### src/rtl/checker_read_if.sv
// checker_read handshake bundle: mode_* toward the checker control interface,
// rd_*/cpl_* toward the PCIe requester logic.
interface checker_read_if;
    logic [1:0]  mode_mode;
    logic        mode_start;
    logic [63:0] mode_addr;
    logic        mode_end;
    logic        mode_error;
    logic [63:0] mode_data;
    logic        rd_req;
    logic [63:0] rd_addr;
    logic        rd_ack;
    logic        cpl_valid;
    logic [63:0] cpl_data;
    logic        cpl_err;

    // Checker side: consumes the run request, issues the read.
    modport slave (
        input  mode_mode, mode_start, mode_addr, rd_ack, cpl_valid, cpl_data, cpl_err,
        output mode_end, mode_error, mode_data, rd_req, rd_addr
    );

    // Control / requester side.
    modport master (
        output mode_mode, mode_start, mode_addr, rd_ack, cpl_valid, cpl_data, cpl_err,
        input  mode_end, mode_error, mode_data, rd_req, rd_addr
    );
endinterface

### src/rtl/checker_read.sv
// checker_read: executes CHECKER_MODE_READ, fetching one 64-bit quad word of host
// memory and returning it (or an error) through the mode_* handshake.
// Optional feature macro: CHECKER_READ_TIMEOUT_EN (completion timeout counter).
`ifndef CHECKER_MODE_READ
`define CHECKER_MODE_READ 2'd2
`endif

module checker_read #(
    parameter logic [15:0] timeout = 16'd50000
) (
    input  logic           sys_clk,
    input  logic           sys_rst,
    checker_read_if.slave  bus,
    output logic           busy
);

    typedef enum logic [2:0] {
        ST_IDLE  = 3'd0,
        ST_REQ   = 3'd1,
        ST_WAIT  = 3'd2,
        ST_DONE  = 3'd3,
        ST_DRAIN = 3'd4
    } state_t;

    state_t r_state;
    logic   w_go;
    logic   w_timeout;

    assign w_go = bus.mode_start && (bus.mode_mode == `CHECKER_MODE_READ);

`ifdef CHECKER_READ_TIMEOUT_EN
    logic [15:0] r_cnt;
    logic [16:0] w_cnt_inc;
    logic        w_counting;

    assign w_counting = (r_state == ST_WAIT) || (r_state == ST_DRAIN);
    assign w_cnt_inc  = {1'b0, r_cnt} + 17'd1;
    // Fires on the cycle whose increment would reach the limit, so an
    // acceptance at cycle A reports the timeout at A+timeout+1.
    assign w_timeout  = w_counting && (w_cnt_inc == {1'b0, timeout});

    // Saturating completion timer, running only while a completion is owed.
    always_ff @(posedge sys_clk or posedge sys_rst) begin
        if (sys_rst) begin
            r_cnt <= 16'd0;
        end else if (w_counting) begin
            r_cnt <= (r_cnt == 16'hFFFF) ? r_cnt : w_cnt_inc[15:0];
        end else begin
            r_cnt <= 16'd0;
        end
    end
`else
    logic [15:0] w_unused_timeout;

    assign w_unused_timeout = timeout;
    assign w_timeout        = 1'b0;
`endif

    // Read sequencer: state, request port and result pulses, all registered.
    always_ff @(posedge sys_clk or posedge sys_rst) begin
        if (sys_rst) begin
            r_state        <= ST_IDLE;
            bus.mode_end   <= 1'b0;
            bus.mode_error <= 1'b0;
            bus.mode_data  <= 64'd0;
            bus.rd_req     <= 1'b0;
            bus.rd_addr    <= 64'd0;
            busy           <= 1'b0;
        end else begin
            bus.mode_end   <= 1'b0;
            bus.mode_error <= 1'b0;
            case (r_state)
                ST_IDLE: begin
                    if (w_go) begin
                        busy <= 1'b1;
                        if (bus.mode_addr[2:0] != 3'd0) begin
                            bus.mode_error <= 1'b1;
                            r_state        <= ST_DONE;
                        end else begin
                            bus.rd_req  <= 1'b1;
                            bus.rd_addr <= bus.mode_addr;
                            r_state     <= ST_REQ;
                        end
                    end
                end
                ST_REQ: begin
                    // Acceptance beats a same-cycle abort; the abort is then
                    // handled from WAIT through DRAIN.
                    if (bus.rd_ack) begin
                        bus.rd_req <= 1'b0;
                        r_state    <= ST_WAIT;
                    end else if (!w_go) begin
                        bus.rd_req <= 1'b0;
                        busy       <= 1'b0;
                        r_state    <= ST_IDLE;
                    end
                end
                ST_WAIT: begin
                    if (bus.cpl_valid) begin
                        if (bus.cpl_err) begin
                            bus.mode_error <= 1'b1;
                        end else begin
                            bus.mode_end  <= 1'b1;
                            bus.mode_data <= bus.cpl_data;
                        end
                        r_state <= ST_DONE;
                    end else if (w_timeout) begin
                        bus.mode_error <= 1'b1;
                        r_state        <= ST_DONE;
                    end else if (!w_go) begin
                        r_state <= ST_DRAIN;
                    end
                end
                ST_DRAIN: begin
                    // The orphaned completion is swallowed so it cannot be
                    // mistaken for the answer to a later request.
                    if (bus.cpl_valid || w_timeout) begin
                        busy    <= 1'b0;
                        r_state <= ST_IDLE;
                    end
                end
                ST_DONE: begin
                    if (!bus.mode_start) begin
                        busy    <= 1'b0;
                        r_state <= ST_IDLE;
                    end
                end
                default: begin
                    bus.rd_req <= 1'b0;
                    busy       <= 1'b0;
                    r_state    <= ST_IDLE;
                end
            endcase
        end
    end

endmodule

### src/flat_wrapper.sv
// flat-port wrapper written by rule: the top's interface ports become plain ports
module checker_read_flat 
#(
    parameter logic [15:0] timeout = 16'd50000
)
  (sys_clk, sys_rst, busy, bus_mode_mode, bus_mode_start, bus_mode_addr, bus_rd_ack, bus_cpl_valid, bus_cpl_data, bus_cpl_err, bus_mode_end, bus_mode_error, bus_mode_data, bus_rd_req, bus_rd_addr);
  checker_read_if bus_i ();
  input  logic sys_clk;
  input  logic sys_rst;
  output logic busy;
  input wire logic [$bits(bus_i.mode_mode)-1:0] bus_mode_mode;
  input wire logic [$bits(bus_i.mode_start)-1:0] bus_mode_start;
  input wire logic [$bits(bus_i.mode_addr)-1:0] bus_mode_addr;
  input wire logic [$bits(bus_i.rd_ack)-1:0] bus_rd_ack;
  input wire logic [$bits(bus_i.cpl_valid)-1:0] bus_cpl_valid;
  input wire logic [$bits(bus_i.cpl_data)-1:0] bus_cpl_data;
  input wire logic [$bits(bus_i.cpl_err)-1:0] bus_cpl_err;
  output wire logic [$bits(bus_i.mode_end)-1:0] bus_mode_end;
  output wire logic [$bits(bus_i.mode_error)-1:0] bus_mode_error;
  output wire logic [$bits(bus_i.mode_data)-1:0] bus_mode_data;
  output wire logic [$bits(bus_i.rd_req)-1:0] bus_rd_req;
  output wire logic [$bits(bus_i.rd_addr)-1:0] bus_rd_addr;
  assign bus_i.mode_mode = bus_mode_mode;
  assign bus_i.mode_start = bus_mode_start;
  assign bus_i.mode_addr = bus_mode_addr;
  assign bus_i.rd_ack = bus_rd_ack;
  assign bus_i.cpl_valid = bus_cpl_valid;
  assign bus_i.cpl_data = bus_cpl_data;
  assign bus_i.cpl_err = bus_cpl_err;
  assign bus_mode_end = bus_i.mode_end;
  assign bus_mode_error = bus_i.mode_error;
  assign bus_mode_data = bus_i.mode_data;
  assign bus_rd_req = bus_i.rd_req;
  assign bus_rd_addr = bus_i.rd_addr;
  checker_read #(.timeout(timeout)) u_core (.sys_clk(sys_clk), .sys_rst(sys_rst), .bus(bus_i), .busy(busy));
endmodule
### config.mk
export PLATFORM = sky130hd
export DESIGN_NAME = checker_read_flat
export DESIGN_NICKNAME = d
export VERILOG_FILES = /design/src/rtl/checker_read_if.sv /design/src/rtl/checker_read.sv /design/src/flat_wrapper.sv
export SDC_FILE = /design/constraint.sdc
export NUM_CORES = 1
export LEC_CHECK = 0
export CORE_ASPECT_RATIO = 0.7
export CORE_MARGIN = 3
export CORE_UTILIZATION = 43
export CTS_CLUSTER_SIZE = 20
export DETAILED_ROUTE_END_ITERATION = 8
export PLACE_DENSITY = 0.91
export SETUP_SLACK_MARGIN = 0.05
export SLEW_MARGIN = 30
export SYNTH_ARGS = -nofsm -noshare
export SYNTH_HDL_FRONTEND = slang
export SYNTH_SLANG_ARGS = --single-unit
export TNS_END_PERCENT = 10
### constraint.sdc
create_clock -name sys_clk -period 7.2 [get_ports sys_clk]
set_input_delay 1.08 -clock sys_clk [delete_from_list [all_inputs] [get_ports sys_clk]]
set_output_delay 1.08 -clock sys_clk [all_outputs]
set_load 0.02 [all_outputs]
==> impl_metrics.env, run 1 <==
export IMPL_drive_gt1_frac=0.269
export IMPL_fin_cells=762
export IMPL_fp_coreArea_um2=12000
export IMPL_rsz0062_at_grt="false"
export IMPL_fp_row_count=33
export IMPL_die_h_um=99.6
export IMPL_first_iter_violations=143
export IMPL_antenna_cells=0
export IMPL_placed_area_um2=8150
export IMPL_hold_viol_final=0
export IMPL_globalRouteOverflowTotal=0
export IMPL_track_usage=0.217
export IMPL_holdCritPathClass="reg -> reg"
export IMPL_clk_latency_ns=0.40
export IMPL_synth_simple_gate_area_frac=0.0346
export IMPL_ys_ff_latch=135
export IMPL_io_buffer_count=267
export IMPL_grt_max_degree=82
export IMPL_cap_violations=0
export IMPL_cellLeakagePower_nw=3.94
export IMPL_dieArea_um2=13900
export IMPL_worst_slew_pin_slew_ns=0.850
export IMPL_hold_path_depth=1
export IMPL_grt_pass1_vias=4229
export IMPL_cts_htree_levels=4
export IMPL_fin_crit_ns=2.95
export IMPL_r2r_start="u_core.r_state[0]"
export IMPL_slew_violations=0
export IMPL_crit_required_ns=7.48
export IMPL_vias=3711
export IMPL_final_util=0.734
export IMPL_path_clk_slew_ns=0.06
export IMPL_synthXorXnorAreaFrac=0
export IMPL_min_period_over_period=0.410
export IMPL_relSlewSlack=0.429
export IMPL_clockRootBuffer="clkbuf_16"
export IMPL_ios=268
export IMPL_worstHoldStart="u_core.bus.rd_addr[1]"
export IMPL_worst_r2r_endpoint="u_core.bus.mode_data[30]"
export IMPL_routedWlPerCell_um=19.5
export IMPL_ys_warnings_count=0
export IMPL_power_mw=3.68
export IMPL_syn_instance_count=322
export IMPL_holdWs_ns=0.495
export IMPL_hold_buffers=0
export IMPL_syn_nets=458
export IMPL_place_congestion=0.865
export IMPL_start_kind="primary input"
export IMPL_fin_nets=729
export IMPL_dp_hpwl_mm=10.8
export IMPL_cts_tree="yes"
export IMPL_worst_r2r_setup_slack_ns=5.02
export IMPL_placed_cells=731
export IMPL_synth_seq_area_share=0.627
export IMPL_syn_area_per_cell_um2=16.7
export IMPL_crit_arrival_ns=3.23
export IMPL_muxShareOfSynthArea=0.295
export IMPL_syn_to_final_growth_pct=63.1
export IMPL_irDropWorstVdd_v=0.000253
export IMPL_setup_tns_ns=0
export IMPL_synthAdderAreaFrac=0
export IMPL_numClockSinks=135
export IMPL_viasPerCell=4.87
export IMPL_status="finished, final reports clean"
export IMPL_route_antenna_remaining_nets=0
export IMPL_ctsResizeCount=0
export IMPL_crit_type="in -> reg"
export IMPL_dieWidth_um=140
export IMPL_cts_made_buffers=17
export IMPL_drtPass1Iterations=5
export IMPL_grt_first_pass_wirelength_mm=23.2
export IMPL_synth_area_um2=5390
export IMPL_setup_slack_ns=4.25
export IMPL_drc_errors=0
export IMPL_synth_top_family_by_area="multiplexers"
export IMPL_fmax_ghz=0.338
export IMPL_antenna_found_initial=0
export IMPL_finalClockSkew_ns=0.00905
export IMPL_reg2regPathDepth=4
export IMPL_cp_end_kind="register"
export IMPL_worstHoldEndpoint="u_core.bus.rd_addr[1]"
export IMPL_routed_wl_mm=14.9
export IMPL_finalSetupViolCount=0
export IMPL_p_per_area_nw_per_um2=419
export IMPL_initial_core_util=0.450
export IMPL_cts_buffer_depth=2
export IMPL_dpl_worst_slack_ns=3.87
export IMPL_synth_compound_area_share=0.0142
export IMPL_cp_max_fo=65
export IMPL_ys_types=26
export IMPL_fin_area_um2=8780
export IMPL_postCtsSetupRepairBufs=0
Yosys cell counts:
cell | instances | area, um^2
nor2_1 | 8 | 30.0
nand2b_1 | 2 | 12.5
or3_1 | 2 | 12.5
and4b_1 | 1 | 10.0
buf_2 | 3 | 15.0
mux2i_1 | 1 | 10.0
nor2b_1 | 2 | 12.5
inv_1 | 2 | 7.51
buf_4 | 7 | 52.6
a31oi_1 | 2 | 12.5
buf_6 | 7 | 78.8
a32o_1 | 1 | 10.0
dfrtp_1 | 135 | 3380
mux2_4 | 46 | 691
a21oi_1 | 3 | 15.0
nor4_4 | 1 | 21.3
nand3b_4 | 1 | 20.0
mux2_2 | 79 | 890
a311oi_1 | 1 | 8.76
nand2_1 | 4 | 15.0
nor3_1 | 5 | 25.0
and3b_1 | 1 | 8.76
o21ai_0 | 3 | 15.0
a2111oi_0 | 1 | 8.76
o22ai_1 | 1 | 6.26
and2_1 | 3 | 18.8
metal layers:
metal  up-vias  wire length [um]  track usage
met5         -                 0            0
met4         0               127       0.0484
met3        15              1180       0.0774
met2       163              7860        0.390
met1      1855              5720        0.251
li1       1678                 -            -
power breakdown:
part | internal, mW | switching, mW | leakage (nW)
logic | 0.836 | 0.674 | 1.91
clock network | 0.592 | 0.329 | 0.303
registers | 1.06 | 0.192 | 1.72
total | 2.48 | 1.19 | 3.94
final cells by class:
cell class	count	area, um^2
Sequential cell	135	3380
Clock buffer	18	439
Tap cell	157	196
Multi-Input combinational cell	168	1870
Fill cell	755	3190
Timing Repair Buffer	269	2690
Inverter	2	12.5
Clock inverter	13	196
registers in the layout, summed over array words and instances, names as in the netlist:
signal	count
u_core.bus.mode_data	64
u_core.bus.rd_addr	64
u_core.r_state	3
u_core.bus.mode_end	1
u_core.bus.mode_error	1
u_core.bus.rd_req	1
u_core.busy	1
worst max-delay path by stage:
| stage | from | to | slack [ns] | cells after the start |
|---|---|---|---|---|
| 6_report | bus_mode_addr[0] | u_core.bus.rd_addr[38] | 4.25 | 4 |
| 4_1_cts | bus_mode_addr[0] | u_core.bus.rd_addr[46] | 4.29 | 4 |
| 3_5_place_dp | bus_mode_addr[0] | u_core.bus.rd_addr[26] | 3.87 | 4 |
| 3_3_place_gp | bus_mode_addr[0] | u_core.bus.rd_addr[22] | 3.87 | 4 |
| 5_1_grt | bus_mode_addr[0] | u_core.bus.rd_addr[46] | 4.20 | 4 |
| 2_1_floorplan | sys_rst | u_core.bus.mode_data[0] | 2.51 | 1 |
cells in the final DEF, fill, tap and decap left out, types with 4 or more instances in the layout:
master / count
nor3_1: 5
clkinv_4: 5
clkdlybuf4s50_1: 267
dfrtp_1: 135
clkbuf_16: 17
mux2_4: 46
mux2_2: 79
bufinv_16: 4
nor2_1: 8
cells by family (layout without fill, tap and decap cells):
logic type	after synthesis	in the layout
compound gates	12	12
buf+inv	19	302
flops	135	135
mux	126	126
simple gates	30	30
worst max-delay path, stage by stage:
cell and delay [ns]:
clkdlybuf4s50_1 0.41, nor3_1 0.71, nand2_8 0.51, mux2_4 0.47
(Power assumes the default switching activity.)
==> inputs of run 2 (changes only) <==
--- a/config.mk
+++ b/config.mk
@@ -7,10 +7,10 @@
 export LEC_CHECK = 0
 export CORE_ASPECT_RATIO = 0.7
 export CORE_MARGIN = 3
-export CORE_UTILIZATION = 43
+export CORE_UTILIZATION = 36
 export CTS_CLUSTER_SIZE = 20
 export DETAILED_ROUTE_END_ITERATION = 8
-export PLACE_DENSITY = 0.91
+export PLACE_DENSITY = 0.82
 export SETUP_SLACK_MARGIN = 0.05
 export SLEW_MARGIN = 30
 export SYNTH_ARGS = -nofsm -noshare
==> constraint.sdc (replaced) <==
create_clock -name sys_clk -period 2.6 [get_ports sys_clk]
set_input_delay 0.39 -clock sys_clk [delete_from_list [all_inputs] [get_ports sys_clk]]
set_output_delay 0.39 -clock sys_clk [all_outputs]
set_load 0.02 [all_outputs]
==> run 2 against run 1 <==
  * First-iteration DRC count increased by 29%
  * Clock skew about the same
  * Count of clock-buffer cells in the layout unchanged
  * Via count decreased by 0.62%
  * Register-to-register slack got worse by 4.3 ns
  * Combinational power increased to 2.7 times the previous value
  * Clock power increased by 140%
  * Core utilization decreased by 12 points
  * Critical path depth increased by 2
  * Worst setup slack got worse by 3.5 ns
  * Cell count increased by 4.9%
  * Sequential power increased to 2.8 times the previous value
  * Critical endpoint is now u_core.bus.rd_addr[42]
  * Largest power group unchanged
==> impl_metrics.env, run 2 (synthesis gave the netlist of run 1 again) <==
export IMPL_status="finished, final reports clean"
export IMPL_drtPass1Iterations=4
export IMPL_crit_required_ns=2.89
export IMPL_holdWs_ns=0.341
export IMPL_fin_nets=733
export IMPL_cts_made_buffers=17
export IMPL_drive_gt1_frac=0.274
export IMPL_numClockSinks=135
export IMPL_cts_buffer_depth=2
export IMPL_cts_tree="yes"
export IMPL_finalClockSkew_ns=0.00872
export IMPL_hold_buffers=0
export IMPL_placed_area_um2=8240
export IMPL_wl_met1_mm=5.86
export IMPL_p_per_area_nw_per_um2=1110
export IMPL_reg2regPathDepth=3
export IMPL_path_buf_inv=2
export IMPL_routed_wl_mm=13.9
export IMPL_final_util=0.616
export IMPL_grt_pass1_vias=4039
export IMPL_route_antenna_remaining_nets=0
export IMPL_rsz0062_at_grt="false"
export IMPL_routed_top_layer="met4"
export IMPL_clockRootBuffer="clkbuf_16"
export IMPL_drc_errors=0
export IMPL_fp_coreArea_um2=14300
export IMPL_crit_arrival_ns=2.14
export IMPL_cellLeakagePower_nw=3.94
export IMPL_die_h_um=108
export IMPL_reg_top3="u_core.bus.mode_data (64), u_core.bus.rd_addr (64), u_core.r_state (3)"
export IMPL_fin_crit_ns=1.85
export IMPL_cp_depth=6
export IMPL_crit_family="buffers and inverters"
export IMPL_min_period_over_period=0.712
export IMPL_crit_chain="clkdlybuf4s50_1 > nand3b_4 > nor4_4 > nand2_4 > buf_12 > mux2_4"
export IMPL_grt_first_pass_wirelength_mm=22.1
export IMPL_relSlewSlack=0.678
export IMPL_cts_htree_levels=4
export IMPL_layout_common_cells="clkdlybuf4s50_1, dfrtp_1, mux2_2"
export IMPL_wl_met3_mm=1.37
export IMPL_layout_commonest_cell="clkdlybuf4s50_1"
export IMPL_grt_max_degree=68
export IMPL_fin_cells=799
export IMPL_antenna_found_initial=0
export IMPL_viasPerCell=4.62
export IMPL_wl_met2_mm=6.54
export IMPL_dieArea_um2=16500
export IMPL_io_buffer_count=267
export IMPL_slowest_stage="clkdlybuf4s50_1"
export IMPL_track_usage=0.170
export IMPL_power_mw=9.78
export IMPL_path_clk_slew_ns=0.06
export IMPL_postCtsSetupRepairBufs=0
export IMPL_slew_violations=0
export IMPL_placed_cells=768
export IMPL_clk_latency_ns=0.41
export IMPL_cp_max_fo=62
export IMPL_initial_core_util=0.377
export IMPL_globalRouteOverflowTotal=0
export IMPL_setup_slack_ns=0.749
export IMPL_dp_hpwl_mm=10.4
export IMPL_fp_row_count=36
export IMPL_cp_end_kind="register"
export IMPL_fillers=1068
export IMPL_holdCritPathClass="in -> async"
export IMPL_ctsResizeCount=0
export IMPL_syn_to_final_growth_pct=63.3
export IMPL_worst_slew_pin_slew_ns=0.482
export IMPL_fin_area_um2=8790
export IMPL_antenna_cells=0
export IMPL_dieWidth_um=152
export IMPL_setup_tns_ns=0
export IMPL_irDropWorstVdd_v=0.000526
export IMPL_routedWlPerCell_um=17.4
export IMPL_place_congestion=0.874
export IMPL_cap_violations=0
export IMPL_hold_viol_final=0
export IMPL_fmax_ghz=0.540
export IMPL_ios=268
export IMPL_first_iter_violations=185
export IMPL_worst_path_largest_cell_delay_ns=0.57
export IMPL_finalSetupViolCount=0
export IMPL_vias=3688
export IMPL_start_kind="primary input"
export IMPL_crit_type="in -> reg"
export IMPL_dpl_worst_slack_ns=0.366
==> run 2: cell types whose count changed in the layout (fill, tap and decap cells not counted) <==
cell        previous run  this run
clkinvlp_4             2         4
buf_12                 0         3
buf_4                  1         3
inv_6                  3         0
nand2_4                0         1
clkinv_2               0         6
buf_6                  1         0
nand2_8                1         0
bufinv_16              4         1
clkinv_4               5         3
==> run 2: worst reg2reg max path: stages, from the launching register on <==
cell and delay [ns]:
dfrtp_1 0.64, and4b_2 0.34, buf_12 0.29, mux2_2 0.45
==> run 2: final cells by class <==
class	instances	area, um^2	area share
clock buffers	18	439	0.0500
well taps	190	238	0.0270
clock inverters	13	109	0.0124
multi-input cells	168	1860	0.212
flip-flops and latches	135	3380	0.384
repair buffers	273	2760	0.313
inverters	2	11.3	0.00128
==> run 2: power breakdown <==
part	leakage [nW]	total (mW)	switching [mW]	internal, mW
registers	1.72	3.44	0.516	2.92
clock network	0.267	2.20	0.872	1.32
logic	1.95	4.14	1.82	2.32
==> run 2: path summary, 6_finish.rpt <==
path                                             from                  endpoint  slack (ns)
worst min-delay path                          sys_rst  u_core.bus.mode_data[62]        0.34
max in group asynchronous                     sys_rst               u_core.busy        1.58
worst max register to register      u_core.r_state[1]  u_core.bus.mode_data[31]        0.76
worst min register to register  u_core.bus.rd_addr[2]     u_core.bus.rd_addr[2]        0.49
min in group sys_clk            u_core.bus.rd_addr[2]     u_core.bus.rd_addr[2]        0.49
worst max-delay path                   bus_mode_start    u_core.bus.rd_addr[42]        0.75
==> run 2: per-layer routing <==
layer / vias up / track usage
li1: 1687 / -
met2: 197 / 0.272
met5: - / 0
met1: 1791 / 0.211
met4: 0 / 0.0539
met3: 13 / 0.0740
==> inputs of run 3 (changes only) <==
==> constraint.sdc (replaced) <==
create_clock -name sys_clk -period 1.7 [get_ports sys_clk]
set_input_delay 0.255 -clock sys_clk [delete_from_list [all_inputs] [get_ports sys_clk]]
set_output_delay 0.255 -clock sys_clk [all_outputs]
set_load 0.02 [all_outputs]
==> run 3 against run 2 <==
  * Count of clock-buffer cells in the layout stayed put
  * Power grew 60%
  * Sequential share of layout area is 2.9 points lower
  * Cell count rose by 3.5%
  * Largest power group unchanged
  * Highest routed layer unchanged
  * Worst setup slack worse by 0.71 ns
  * Sequential power is 51% higher
  * Final area up 8.4%
  * Combinational power rose by 58%
==> impl_metrics.env, run 3 (synthesis gave the netlist of run 1 again) <==
export IMPL_status="finished, final reports clean"
export IMPL_cellLeakagePower_nw=5.85
export IMPL_fin_crit_ns=1.66
export IMPL_clk_latency_ns=0.40
export IMPL_irDropWorstVdd_v=0.000986
export IMPL_cts_buffer_depth=2
export IMPL_route_antenna_remaining_nets=0
export IMPL_globalRouteOverflowTotal=0
export IMPL_routed_wl_mm=15.8
export IMPL_io_buffer_count=267
export IMPL_regArea_um2=3380
export IMPL_cts_htree_levels=4
export IMPL_hold_viol_final=0
export IMPL_min_period_over_period=0.979
export IMPL_dieArea_um2=16500
export IMPL_place_congestion=0.852
export IMPL_placed_area_um2=8390
export IMPL_routedWlPerCell_um=19.1
export IMPL_fp_row_count=36
export IMPL_start_kind="register"
export IMPL_crit_type="reg -> reg"
export IMPL_cts_tree="yes"
export IMPL_rsz0062_at_grt="true"
export IMPL_antenna_found_initial=0
export IMPL_syn_to_final_growth_pct=77.0
export IMPL_p_per_area_nw_per_um2=1640
export IMPL_finalClockSkew_ns=0.00525
export IMPL_initial_core_util=0.377
export IMPL_p_int_mw=10.5
export IMPL_crit_required_ns=1.98
export IMPL_hold_buffers=0
export IMPL_fin_area_um2=9530
export IMPL_relSlewSlack=0.601
export IMPL_wl_met2_mm=7.95
export IMPL_fmax_ghz=0.601
export IMPL_grt_max_degree=108
export IMPL_first_iter_violations=173
export IMPL_cp_max_fo=18
export IMPL_fillers=944
export IMPL_crit_arrival_ns=1.95
export IMPL_path_clk_slew_ns=0.06
export IMPL_power_frac_seq=0.332
export IMPL_cts_made_buffers=17
export IMPL_cap_violations=0
export IMPL_layout_common_cells="clkdlybuf4s50_1, dfrtp_1, dlymetal6s2s_1"
export IMPL_slew_violations=0
export IMPL_viasPerCell=4.69
export IMPL_holdCritPathClass="in -> async"
export IMPL_fin_nets=760
export IMPL_wl_met1_mm=6.29
export IMPL_power_switching_mw=5.10
export IMPL_finalSetupViolCount=0
export IMPL_swShare=0.326
export IMPL_drtPass1Iterations=4
export IMPL_wl_met3_mm=1.42
export IMPL_drc_errors=0
export IMPL_grt_pass1_vias=4262
export IMPL_layout_commonest_cell="clkdlybuf4s50_1"
export IMPL_multi_input_area_um2=1920
export IMPL_vias=3882
export IMPL_dieWidth_um=152
export IMPL_power_mw=15.6
export IMPL_grt_first_pass_wirelength_mm=23.0
export IMPL_p_clk_frac=0.249
export IMPL_reg_top3="u_core.bus.mode_data (64), u_core.bus.rd_addr (64), u_core.r_state (3)"
export IMPL_antenna_cells=0
export IMPL_ios=268
export IMPL_cp_end_kind="register"
export IMPL_numClockSinks=135
export IMPL_worst_slew_pin_slew_ns=0.598
export IMPL_die_h_um=108
export IMPL_track_usage=0.179
export IMPL_fp_coreArea_um2=14300
export IMPL_dp_hpwl_mm=11.1
export IMPL_drive_gt1_frac=0.309
export IMPL_routed_top_layer="met4"
export IMPL_clockRootBuffer="clkbuf_16"
export IMPL_p_comb_frac=0.418
## run 3: changes by cell type in the layout (fill, tap and decap cells not counted), sizes merged
cell           previous run  this run
buf                       6        31
bufinv                    1         4
clkbuf                   18        20
clkdlybuf4s50           267       144
clkinv                    9         5
clkinvlp                  4         3
dlygate4sd2               0         1
dlymetal6s2s              0       122
inv                       1         4
## run 3: stage by stage
stage / setup TNS [ns] / instances / util / hold WS [ns] / setup WS, ns
after floorplan: -31.61 / 322 / - / 0.326 / -0.234
after global placement: -13.83 / 786 / 0.588 / 0.488 / -0.262
after detailed placement: -17.55 / 786 / 0.588 / 0.478 / -0.299
after CTS: 0 / 823 / 0.636 / 0.329 / 0.00801
after global routing: 0 / 827 / 0.667 / 0.365 / 0.00116
final: 0 / 827 / 0.667 / 0.331 / 0.0361
## run 3: worst paths after layout
kind                                             from  cells after the start  slack, ns                        to
worst min-delay path                          sys_rst                      3       0.33    u_core.bus.rd_addr[23]
worst max-delay path                u_core.r_state[0]                      5       0.04  u_core.bus.mode_data[23]
max in group asynchronous                     sys_rst                      3       0.85         u_core.r_state[2]
min in group sys_clk                bus_mode_addr[60]                      2       0.46    u_core.bus.rd_addr[60]
worst min register to register  u_core.bus.rd_addr[1]                      1       0.49     u_core.bus.rd_addr[1]
worst max register to register      u_core.r_state[0]                      5       0.04  u_core.bus.mode_data[23]
## run 3: per-layer routing
metal  global-route usage  up-vias
met4               0.0449        0
met2                0.307      204
li1                     -     1746
met3               0.0796       10
met1                0.207     1922
met5                    0        -
## run 3: final cells by class
cell class | instances | area share
clock buffer | 18 | 0.0450
clock inverter | 14 | 0.0207
inverter | 2 | 0.00118
multi-input combinational | 168 | 0.202
sequential | 135 | 0.355
tap | 190 | 0.0249
timing repair buffer | 300 | 0.352
## run 3: power by group through the flow
stage,sequential (mW),clock (mW),combinational [mW]
floorplan,6.65,0,1.76
global placement,5.16,0,6.43
detailed placement,5.25,0,6.57
CTS,5.23,3.97,6.66
global route,5.34,4.12,6.85
finish,5.19,3.90,6.54
## run 3: worst max-delay path, stage by stage, from the launching register on
cell and delay [ns]:
dfrtp_2 0.44, nor2_2 0.13, and4b_2 0.30, buf_4 0.14, buf_12 0.15, mux2_2 0.36
## run 3: what timing repair did
item,in CTS,in global routing
setup buffers,4,2
pin swaps,1,2
setup endpoints to repair,124,186
endpoints found under the hold margin,0,0
gates resized for setup,5,143
gates cloned,1,2
